**config.mk**
```make
export PLATFORM = sky130hd
export DESIGN_NAME = stage2_decode
export DESIGN_NICKNAME = d
export VERILOG_FILES = /design/src/rtl/stage2_decode.sv
export SDC_FILE = /design/constraint.sdc
export NUM_CORES = 1
export LEC_CHECK = 0
export ABC_AREA = 0
export CAP_MARGIN = 25
export CORE_MARGIN = 5
export CORE_UTILIZATION = 52
export DETAILED_ROUTE_END_ITERATION = 16
export GPL_TIMING_DRIVEN = 0
export PLACE_DENSITY_LB_ADDON = 0.25
export SLEW_MARGIN = 20
export SYNTH_ARGS = -nofsm -noshare
export SYNTH_HDL_FRONTEND = slang
export SYNTH_SLANG_ARGS = --single-unit
```
**constraint.sdc**
```tcl
create_clock -name clk -period 2.9 [get_ports clk]
set_input_delay 0.435 -clock clk [delete_from_list [all_inputs] [get_ports clk]]
set_output_delay 0.435 -clock clk [all_outputs]
set_load 0.02 [all_outputs]
```
**src/rtl/stage2_decode.sv**
```systemverilog
// ---------------------------------------------------------------------------
// stage2_decode : instruction-decode (ID) stage of the 10-bit pipeline.
//
// Decodes the instruction coming out of the IF register and reads its
// operands from a 4 x 10 register file. The register file is written by
// writeback and forwards a same-cycle write to the reader. The stage detects
// load-use hazards and resolves unconditional jumps. It squashes the
// wrong-path fetch that follows a taken jump, and registers the decoded
// fields into the ID/EX pipeline register.
//
// Ports
//   clk, reset        rising-edge clock, asynchronous active-low reset
//   instruction_in    instruction from the IF register
//   pc_in             PC of instruction_in
//   wb_en/addr/data   register-file write port (writeback)
//   flush             branch taken in EX: kill ID contents
//   stall_in          downstream stall: freeze ID/EX
//   pc_en             to stage1 PC enable (0 = hold IF)
//   j_cntrl, la_id    jump taken in ID and its target
//   op_out .. pc_out  ID/EX register contents
//   mem_read_out      ID/EX holds a load
//   valid_out         ID/EX holds a real instruction
//   illegal           current instruction has an undefined opcode
// ---------------------------------------------------------------------------
module stage2_decode #(
  parameter int DW   = 10,
  parameter int NREG = 4
) (
  input  logic          clk,
  input  logic          reset,
  input  logic [DW-1:0] instruction_in,
  input  logic [DW-1:0] pc_in,
  input  logic          wb_en,
  input  logic [1:0]    wb_addr,
  input  logic [DW-1:0] wb_data,
  input  logic          flush,
  input  logic          stall_in,
  output logic          pc_en,
  output logic          j_cntrl,
  output logic [DW-1:0] la_id,
  output logic [3:0]    op_out,
  output logic [1:0]    rd_out,
  output logic [DW-1:0] rs_data,
  output logic [DW-1:0] rt_data,
  output logic [DW-1:0] imm_out,
  output logic [DW-1:0] pc_out,
  output logic          mem_read_out,
  output logic          valid_out,
  output logic          illegal
);

  typedef enum logic [3:0] {
    OP_NOP  = 4'd0,
    OP_ADD  = 4'd1,
    OP_SUB  = 4'd2,
    OP_AND  = 4'd3,
    OP_OR   = 4'd4,
    OP_ADDI = 4'd5,
    OP_LW   = 4'd6,
    OP_SW   = 4'd7,
    OP_BEQZ = 4'd8,
    OP_J    = 4'd9,
    OP_LI   = 4'd10
  } opcode_e;

  typedef struct packed {
    logic          valid;
    logic          mem_read;
    logic [3:0]    op;
    logic [1:0]    rd;
    logic [DW-1:0] rs_data;
    logic [DW-1:0] rt_data;
    logic [DW-1:0] imm;
    logic [DW-1:0] pc;
  } idex_t;

  // Instruction fields
  logic [3:0] f_op;
  logic [1:0] f_rd, f_rs, f_rt;
  logic [3:0] f_imm4;
  logic [5:0] f_imm6;

  assign f_op   = instruction_in[9:6];
  assign f_rd   = instruction_in[5:4];
  assign f_rs   = instruction_in[3:2];
  assign f_rt   = instruction_in[1:0];
  assign f_imm4 = instruction_in[3:0];
  assign f_imm6 = instruction_in[5:0];

  // State
  logic [DW-1:0] regs_q [NREG];
  logic [DW-1:0] regs_d [NREG];
  idex_t         idex_q, idex_d;
  logic          squash_q, squash_d;

  // Decode results
  logic [3:0]    dec_op;
  logic [1:0]    dec_rd;
  logic          rd_a_en, rd_b_en;
  logic [1:0]    addr_a, addr_b;
  logic [DW-1:0] dec_imm;
  logic          dec_mem_read;
  logic          is_jump;
  logic          dec_illegal;
  logic [DW-1:0] rf_a, rf_b;
  logic          hazard;
  logic          jump_take;

  // NOTE: every always_comb output gets a default before the case so no
  // path leaves a signal unassigned, which would infer a latch.
  always_comb begin
    dec_op       = OP_NOP;
    dec_rd       = '0;
    rd_a_en      = 1'b0;
    rd_b_en      = 1'b0;
    addr_a       = f_rs;
    addr_b       = f_rt;
    dec_imm      = '0;
    dec_mem_read = 1'b0;
    is_jump      = 1'b0;
    dec_illegal  = 1'b0;
    case (f_op)
      OP_NOP: ;
      OP_ADD, OP_SUB, OP_AND, OP_OR: begin
        dec_op  = f_op;
        dec_rd  = f_rd;
        rd_a_en = 1'b1;
        rd_b_en = 1'b1;
      end
      OP_ADDI: begin
        dec_op  = f_op;
        dec_rd  = f_rd;
        rd_a_en = 1'b1;
        addr_a  = f_rd;
        dec_imm = {{(DW-4){f_imm4[3]}}, f_imm4};
      end
      OP_LW: begin
        dec_op       = f_op;
        dec_rd       = f_rd;
        rd_a_en      = 1'b1;
        dec_mem_read = 1'b1;
      end
      OP_SW: begin
        // Store data comes from the rd field and travels on operand B.
        dec_op  = f_op;
        dec_rd  = f_rd;
        rd_a_en = 1'b1;
        rd_b_en = 1'b1;
        addr_b  = f_rd;
      end
      OP_BEQZ: begin
        dec_op  = f_op;
        dec_rd  = f_rd;
        rd_a_en = 1'b1;
        addr_a  = f_rd;
        dec_imm = {{(DW-4){f_imm4[3]}}, f_imm4};
      end
      OP_J: begin
        dec_op  = f_op;
        is_jump = 1'b1;
        dec_imm = {{(DW-6){f_imm6[5]}}, f_imm6};
      end
      OP_LI: begin
        dec_op  = f_op;
        dec_rd  = f_rd;
        dec_imm = {{(DW-4){1'b0}}, f_imm4};
      end
      default: dec_illegal = 1'b1;
    endcase
  end

  // Register-file read ports with write-through bypass.
  always_comb begin
    rf_a = (wb_en && (wb_addr == addr_a)) ? wb_data : regs_q[addr_a];
    rf_b = (wb_en && (wb_addr == addr_b)) ? wb_data : regs_q[addr_b];
  end

  // A squashed instruction is a bubble, so it can neither stall nor jump.
  always_comb begin
    hazard = ~squash_q & idex_q.valid & idex_q.mem_read &
             ((rd_a_en & (addr_a == idex_q.rd)) |
              (rd_b_en & (addr_b == idex_q.rd)));
    jump_take = is_jump & ~squash_q & ~hazard & ~stall_in & ~flush;
  end

  assign la_id   = pc_in + DW'(1) + {{(DW-6){f_imm6[5]}}, f_imm6};
  assign j_cntrl = reset & jump_take;
  assign pc_en   = ~reset | ~(stall_in | hazard);
  assign illegal = dec_illegal;

  // ID/EX and squash next state, in priority order.
  always_comb begin
    idex_d   = idex_q;
    squash_d = squash_q;
    if (flush) begin
      idex_d   = '0;
      squash_d = 1'b0;
    end else if (!stall_in) begin
      // Not flushing or stalling: the flag marks exactly the fetch after a jump.
      squash_d = jump_take;
      if (hazard || squash_q) begin
        idex_d = '0;
      end else begin
        idex_d.valid    = 1'b1;
        idex_d.mem_read = dec_mem_read;
        idex_d.op       = dec_op;
        idex_d.rd       = dec_rd;
        idex_d.rs_data  = rd_a_en ? rf_a : '0;
        idex_d.rt_data  = rd_b_en ? rf_b : '0;
        idex_d.imm      = dec_imm;
        idex_d.pc       = pc_in;
      end
    end
  end

  always_comb begin
    regs_d = regs_q;
    if (wb_en) regs_d[wb_addr] = wb_data;
  end

  // NOTE: sequential state is written with non-blocking assignments so every
  // flop samples pre-edge values regardless of process ordering.
  always_ff @(posedge clk or negedge reset) begin
    if (!reset) begin
      idex_q   <= '0;
      squash_q <= 1'b0;
    end else begin
      idex_q   <= idex_d;
      squash_q <= squash_d;
    end
  end

  // NOTE: this register file is built from flops and must read as zero after
  // reset, so it is cleared explicitly. A RAM-style array would stay unreset.
  always_ff @(posedge clk or negedge reset) begin
    if (!reset) begin
      for (int i = 0; i < NREG; i++) regs_q[i] <= '0;
    end else begin
      regs_q <= regs_d;
    end
  end

  assign valid_out    = idex_q.valid;
  assign mem_read_out = idex_q.mem_read;
  assign op_out       = idex_q.op;
  assign rd_out       = idex_q.rd;
  assign rs_data      = idex_q.rs_data;
  assign rt_data      = idex_q.rt_data;
  assign imm_out      = idex_q.imm;
  assign pc_out       = idex_q.pc;

endmodule

```
* After elaboration in Yosys (flattened, before gate mapping)
Cells that the tools add are included.
** Storage, ports and cells
- Latch bits :: 0
- RAM bits :: 0
- Input bits :: 37
- Word-level logic and storage cells :: 95
- ROM bits :: 0
- Memories kept :: 0
- Flip-flop bits (word level) :: 89
** Operators by class
- Reductions and logical operators :: 11
- Add/subtract/negate cells :: 2
- Divide/modulo/power cells :: 0
- Equality and inequality tests :: 15
- Shift operators :: 0
- Multiply operators :: 0
- Magnitude comparators :: 4
- Multiplexer cells :: 28
- Bitwise operators :: 22
** Operator list (number)
- $mux 48 :: 3
- $mux 10 :: 9
- $bmux 10 s2 :: 2
- $bwmux 40 :: 1
- $pmux 10 s3 :: 1
- $demux 10 s2 :: 1
- $eq 4x3->1 const B :: 4
- $eq 4x4->1 const B :: 3
- $reduce_or 11->1 :: 1
- $add 10x1->10 const B :: 1
- $add 10x10->10 :: 1
- $and 1x1->1 :: 10
- $reduce_or 10->1 :: 1
- $ge 3x3->1 const B :: 3
- $not 2->3 :: 3
- $reduce_or 9->1 :: 1
- $eq 2x2->1 :: 4
- $eq 4x2->1 const B :: 2
- $reduce_or 8->1 :: 1
- $mux 1 :: 7
- $mux 2 :: 3
- $not 1->1 :: 6
- $reduce_or 5->1 :: 1
- $eq 4x1->1 const B :: 1
- other kinds (8) :: 12

* Logic depth before layout (Yosys ltp)
Gate-level depths: netlist (run 1).
- Word-level depth :: 13
- Depth in mapped cells :: 10
- Depth with buffers taken out :: 10

* Least setup slack after synthesis (run 1)
OpenSTA, ideal clock, no wires.
- Path kind :: input-to-output
- From :: input pc_in[0]
- To :: output la_id[8]
- Stages :: 10
- Slack :: 0.099 ns
- Arrival time :: 2.366 ns
- Required time :: 2.465 ns
- Cell sequence :: inv_1 > ha_1 > inv_1 > fa_1 > a21o_1 > a21oi_1 > o21ai_0 > a2111oi_0 > nor3_1 > xor2_1
** On the way
- Word-level cells in the longest chain between the ends :: 2
** Ends and longest elaborated chain
- from (decl) :: RTL line 32 : input logic [DW-1:0] pc_in,
- $add 10x1->10 :: RTL line 186 : assign la_id = pc_in + DW'(1) + {{(DW-6){f_imm6[5]}}, f_imm6};
- $add 10x10->10 :: RTL line 186
- to (decl) :: RTL line 40 : output logic [DW-1:0] la_id,
Every way passes these cells.

* Final worst setup path (run 1)
- From :: input instruction_in[6]
- To :: output j_cntrl
** On the way
- Word-level cells in the longest chain between the ends :: 12
- Elaborated cells on any way between the ends :: 29
** Ends and longest elaborated chain
- from (decl) :: RTL line 31 : input logic [DW-1:0] instruction_in,
- $eq 4x4->1 / $eq 4x3->1 (equally long branches) :: RTL line 122 : case (f_op)
- $reduce_or 2->1 (no line)
- $mux 2 :: RTL line 122
- $eq 2x2->1 :: RTL line 181 : ((rd_a_en & (addr_a == idex_q.rd)) |
- $and 1x1->1 :: RTL line 181
- $or 1x1->1 :: RTL line 181
- $and 1x1->1 :: RTL line 180 : hazard = ~squash_q & idex_q.valid & idex_q.mem_read &
- $not 1->1 :: RTL line 183 : jump_take = is_jump & ~squash_q & ~hazard & ~stall_in & ~flush;
- $and 1x1->1 (*) (3 in series) :: RTL line 183
- $and 1x1->1 (*) :: RTL line 187 : assign j_cntrl = reset & jump_take;
- to (decl) :: RTL line 39 : output logic j_cntrl,
Mark *: on every way between the ends. The rest lies on a longest branch, timed or not.

==> impl_metrics.env, run 1 <==
export IMPL_detail_route_wl_per_cell_microns=21.01
export IMPL_hold_violations=9
export IMPL_synth_seq_cells=85
export IMPL_layout_commonest_cell="dfrtp_1"
export IMPL_layout_min_cycle_time_ns=2.839
export IMPL_drv_cap=0
export IMPL_nets=586
export IMPL_antenna_found_initial=0
export IMPL_syn_area_sq_um=4763
export IMPL_die_h_microns=105.7
export IMPL_via_per_inst=6.160
export IMPL_drc_errors=0
export IMPL_synthFlopType="dfrtp_1"
export IMPL_netlist_instances=420
export IMPL_first_pass_iters=5
export IMPL_grt_pass1_vias=4268
export IMPL_power_density_nw_per_um2=493.9
export IMPL_crit_path_end_kind="output pin"
export IMPL_synth_xor_xnor_area_share=0.02916
export IMPL_grt_max_degree=60
export IMPL_io_buffers=96
export IMPL_clk_path_buf_depth=2
export IMPL_setup_viol=0
export IMPL_timing_final_ws_setup_ns=0.06128
export IMPL_place_gp_congestion=0.8566
export IMPL_yosys_warnings=0
export IMPL_slew_headroom=0.4067
export IMPL_htree_levels=3
export IMPL_cp_arrival_ns=2.40
export IMPL_die_w_microns=105.7
export IMPL_die_area_sq_um=11170
export IMPL_drt_total_wl_mm=13.76
export IMPL_fin_crit_sh=0.9789
export IMPL_num_vias=4035
export IMPL_dp_hpwl_mm=9.381
export IMPL_muxShareOfSynthArea=0.1881
export IMPL_clock_latency_ns=0.37
export IMPL_grt_use_total=0.2506
export IMPL_synth_edff_count=0
export IMPL_slew_viol_final=0
export IMPL_drive_gt1_frac=0.2518
export IMPL_numCtsBuffers=9
export IMPL_initial_core_util=0.5255
export IMPL_ant_nets=0
export IMPL_fin_hold_ws_ns=-0.008378
export IMPL_mostFrequentLayoutCells="85 x dfrtp_1, 74 x clkdlybuf4s50_1, 48 x nand2_1, 40 x mux2_2"
export IMPL_synth_cell_type_count=59
export IMPL_grt_first_pass_wirelength_mm=21.87
export IMPL_ir_drop_uv=333.8
export IMPL_crit_path_start_kind="input pin"
export IMPL_drt_initial_drc_count=210
export IMPL_clock_sinks=85
export IMPL_violations="negative hold slack"
export IMPL_cts_tree="done"
export IMPL_outcome="finished with violations"
export IMPL_total_leakage_power_uw=0.002725
export IMPL_pin_count=98
export IMPL_synthToLayoutAreaGrowth_pct=31.70
export IMPL_timing_fmax_mhz=352.3
export IMPL_core_sq_um=9065
export IMPL_critical_path_required_ns=2.47
export IMPL_cts_root_buf="clkbuf_8"
export IMPL_synth_net_count=467
export IMPL_cp_max_fo=19
export IMPL_power_uw=3099
export IMPL_async_flop_share=1.000
export IMPL_synth_compound_gate_area_share=0.1668
export IMPL_tightest_slew_ns=0.8900
export IMPL_synthSimpleGateAreaFrac=0.1017
export IMPL_syn_avg_cell_area_sq_um=11.34
export IMPL_min_path_type="input pin to asynchronous set/reset pin"
export IMPL_rows=35
export IMPL_critPathKind="input pin to output pin"
export IMPL_post_place_ws_ns=-1.031
export IMPL_fin_skew_ns=0.01304
export IMPL_antenna_cells=0
export IMPL_clk_pin_slew_ns=0.09
export IMPL_synthAdderAreaFrac=0.02784
export IMPL_synth_top_family_by_area="multiplexers"
export IMPL_grt_overflow=0
export IMPL_ys_seq_area_frac=0.4465
==> sequential cells by signal, indices dropped and copies added (netlist names) <==
| register | cells |
|---|---|
| squash_q | 1 |
| op_out | 4 |
| valid_out | 1 |
| mem_read_out | 1 |
| regs_q | 40 |
| rs_data | 10 |
| rd_out | 2 |
| pc_out | 10 |
| rt_data | 10 |
| imm_out | 6 |
==> path summary, 6_finish.rpt <==
kind | slack, ns | to | depth (start not counted) | startpoint
max | 0.06 | j_cntrl | 9 | instruction_in[6]
min | -0.008 | rd_out[1] | 1 | reset
max reg2reg | 0.70 | imm_out[4] | 8 | mem_read_out
min reg2reg | 0.49 | rt_data[6] | 2 | rt_data[6]
max in group asynchronous | 2.28 | rs_data[6] | 2 | reset
min in group clk | 0.42 | imm_out[0] | 2 | instruction_in[0]
==> power breakdown <==
| group | switching, uW | leakage, uW | internal (uW) |
|---|---|---|---|
| clock | 433 | 0.0000901 | 333 |
| combinational | 453 | 0.00155 | 454 |
| sequential | 104 | 0.00109 | 1320 |
==> timing repair <==
item	in CTS	in global routing
pin swaps	13	13
setup buffers	6	5
hold buffers	0	0
resized for setup	80	18
endpoints found under the setup margin	10	4
cloned	0	1
==> area by class of cell <==
cell class / instances / area (sq um)
multi-input cells: 296 / 2623
well taps: 111 / 138.9
flip-flops and latches: 85 / 2127
plain buffers: 27 / 152.6
repair buffers: 109 / 1022
fillers: 677 / 2791
inverters: 11 / 41.29
clock inverters: 4 / 23.77
clock buffers: 12 / 145.1
==> synth_stat cells, drive strengths merged (8+ instances only) <==
cell type | number | area share
a221o | 10 | 0.021
a21boi | 11 | 0.018
mux2i | 22 | 0.046
mux4 | 10 | 0.047
a21oi | 16 | 0.019
dfrtp | 85 | 0.45
inv | 11 | 0.0087
o31ai | 11 | 0.017
nand2 | 48 | 0.038
ha | 9 | 0.024
buf | 16 | 0.022
a22oi | 12 | 0.019
a32o | 8 | 0.017
xor2 | 10 | 0.018
mux2 | 40 | 0.095
o21ai | 15 | 0.018
a22o | 10 | 0.018
clkbuf | 12 | 0.0095
nor3 | 9 | 0.0095
==> routing by layer <==
layer / track usage / vias to the layer above / share of wire
met5: 0 / - / 0
met4: 0.1434 / 0 / 0.042
met3: 0.05083 / 48 / 0.060
met2: 0.4244 / 175 / 0.50
met1: 0.2958 / 1999 / 0.39
li1: - / 1813 / -
==> kinds of logic (layout without fill, tap and decap cells) <==
| group | Yosys count | in the layout |
|---|---|---|
| compound gates | 105 | 105 |
| simple gates | 94 | 94 |
| fa+ha+maj | 10 | 10 |
| buf+inv | 39 | 163 |
| flops | 85 | 85 |
| xor+xnor | 15 | 15 |
| mux | 72 | 72 |
==> metrics by stage <==
stage                     cells    util  area, sq um   TNS, ns
after floorplan             420       -         4763         0
after global placement      627  0.6468         5863   -154.78
after detailed placement    628  0.6496         5888    -12.47
after CTS                   650  0.6842         6202  -0.05491
after global routing        655  0.6921         6274  -0.02424
final                       655  0.6921         6274         0
==> worst max-delay path: stages <==
cell and delay, ns:
clkbuf_4 0.15, or4b_4 0.59, and3_4 0.21, o21ai_2 0.15, nand4_2 0.13, o21a_1 0.23
buf_6 0.17, and3_1 0.18, buf_4 0.15
Power figures use the tool's default switching activity.
==> run 2, diff against run 1 <==
Settings changed: TNS_END_PERCENT from default to 30.
==> run 2 against run 1 <==
Non-clock buffer count fell by 3. The run ends with negative hold slack, negative setup slack left. Register-to-register slack about the same. Largest power group unchanged. Fmax fell by 3.0%.
==> impl_metrics.env, run 2 (same netlist as run 1, synthesis figures left out) <==
export IMPL_drt_initial_drc_count=207
export IMPL_first_pass_iters=7
export IMPL_antenna_cells=0
export IMPL_grt_overflow=0
export IMPL_power_density_nw_per_um2=495.6
export IMPL_core_sq_um=9065
export IMPL_layout_commonest_cell="dfrtp_1"
export IMPL_grt_pass1_vias=4262
export IMPL_pin_count=98
export IMPL_clock_sinks=85
export IMPL_fin_skew_ns=0.01537
export IMPL_drv_cap=0
export IMPL_rows=35
export IMPL_mostFrequentLayoutCells="85 x dfrtp_1, 75 x clkdlybuf4s50_1, 48 x nand2_1, 40 x mux2_2, 20 x mux2i_1"
export IMPL_slew_headroom=0.4138
export IMPL_num_vias=3992
export IMPL_dp_hpwl_mm=9.381
export IMPL_crit_path_end="j_cntrl"
export IMPL_min_path_type="input pin to asynchronous set/reset pin"
export IMPL_clock_latency_ns=0.37
export IMPL_htree_levels=3
export IMPL_io_buffers=96
export IMPL_violations="negative hold slack, negative setup slack"
export IMPL_largest_reg_flops=40
export IMPL_antenna_found_initial=0
export IMPL_total_leakage_power_uw=0.002715
export IMPL_r2r_end="imm_out[4]"
export IMPL_crit_path_end_kind="output pin"
export IMPL_ant_nets=0
export IMPL_via_per_inst=6.123
export IMPL_numCtsBuffers=9
export IMPL_synthToLayoutAreaGrowth_pct=31.39
export IMPL_grt_use_total=0.2506
export IMPL_cp_arrival_ns=2.49
export IMPL_r2r_cells=8
export IMPL_hold_violations=11
export IMPL_cts_tree="done"
export IMPL_drive_gt1_frac=0.2458
export IMPL_cp_max_fo=10
export IMPL_setup_viol=1
export IMPL_top_register="regs_q"
export IMPL_clk_pin_slew_ns=0.09
export IMPL_die_area_sq_um=11170
export IMPL_crit_path_start="instruction_in[6]"
export IMPL_clk_path_buf_depth=2
export IMPL_die_w_microns=105.7
export IMPL_rr_startpoint="mem_read_out"
export IMPL_timing_final_ws_setup_ns=-0.02712
export IMPL_place_gp_congestion=0.8566
export IMPL_layout_min_cycle_time_ns=2.927
export IMPL_rsz0062_at_grt="true"
export IMPL_ir_drop_uv=333.6
export IMPL_grt_max_degree=60
export IMPL_critical_path_required_ns=2.47
export IMPL_critPathKind="input pin to output pin"
export IMPL_drt_total_wl_mm=13.71
export IMPL_die_h_microns=105.7
export IMPL_tightest_slew_ns=0.8793
export IMPL_r2r_slack_ns=0.70
export IMPL_fin_crit_sh=1.009
export IMPL_cts_root_buf="clkbuf_8"
export IMPL_timing_fmax_mhz=341.6
export IMPL_power_uw=3101
export IMPL_nets=583
export IMPL_drc_errors=0
export IMPL_slew_viol_final=0
export IMPL_post_place_ws_ns=-1.031
export IMPL_outcome="finished with violations"
export IMPL_grt_first_pass_wirelength_mm=21.87
export IMPL_fin_hold_ws_ns=-0.006380
export IMPL_crit_path_start_kind="input pin"
export IMPL_detail_route_wl_per_cell_microns=21.03
export IMPL_initial_core_util=0.5255
==> run 2: worst min-delay path by stage <==
stage / from / slack (ns) / cells after the start / endpoint
6_report: reset / -0.006 / 1 / rd_out[1]
5_1_grt: reset / 0.02 / 1 / rd_out[0]
4_1_cts: reset / 0.007 / 1 / rd_out[0]
3_5_place_dp: reset / 0.39 / 1 / rd_out[0]
3_3_place_gp: imm_out[4] / 0.46 / 2 / imm_out[4]
2_1_floorplan: reset / 0.14 / 0 / imm_out[0]
==> run 2: metrics by stage <==
| stage | utilization | TNS (ns) | hold slack, ns | area [sq um] | std cells |
|---|---|---|---|---|---|
| final | 0.6904 | -0.02712 | -0.006380 | 6259 | 652 |
| after global routing | 0.6904 | -0.1788 | 0.01892 | 6259 | 652 |
| after CTS | 0.6856 | -0.1062 | 0.007166 | 6215 | 650 |
| after detailed placement | 0.6496 | -12.47 | 0.3906 | 5888 | 628 |
| after global placement | 0.6468 | -154.78 | 0.4644 | 5863 | 627 |
| after floorplan | - | 0 | 0.1394 | 4763 | 420 |
==> run 2: power by group <==
group          leakage [uW]  switching (uW)  internal, uW
Combinational       0.00154             453           455
Sequential          0.00109             103          1320
Clock             0.0000901             436           333
Total               0.00272             992          2110
==> run 2: what timing repair did <==
action	4_1_cts	5_1_grt
hold endpoints to repair	0	0
pin swaps	13	4
resized for setup	74	20
setup endpoints to repair	10	6
buffers inserted	6	2
hold buffers	0	0
==> run 2: layout make-up <==
cell class | instances | area, sq um
multi-input combinational | 296 | 2616
sequential | 85 | 2127
buffer | 28 | 167.7
tap | 111 | 138.9
fill | 684 | 2806
clock buffer | 12 | 145.1
clock inverter | 4 | 23.77
timing repair buffer | 105 | 998.5
inverter | 11 | 41.29
==> run 2: worst max-delay path, cell delays in order <==
cell and delay [ns]:
buf_2 0.15, or4b_4 0.60, and3_4 0.21, o21ai_2 0.12, nand4_2 0.13, o21a_1 0.23
buf_6 0.14, buf_6 0.14, and3_1 0.18, buf_4 0.16
==> run 2: routing by layer <==
layer  routed length [microns]  GRT usage  vias to the layer above
met5                         0          0                        -
met4                       566     0.1434                        0
met3                       772    0.05083                       48
met2                      6868     0.4240                      169
met1                      5504     0.2962                     1975
li1                          -          -                     1800
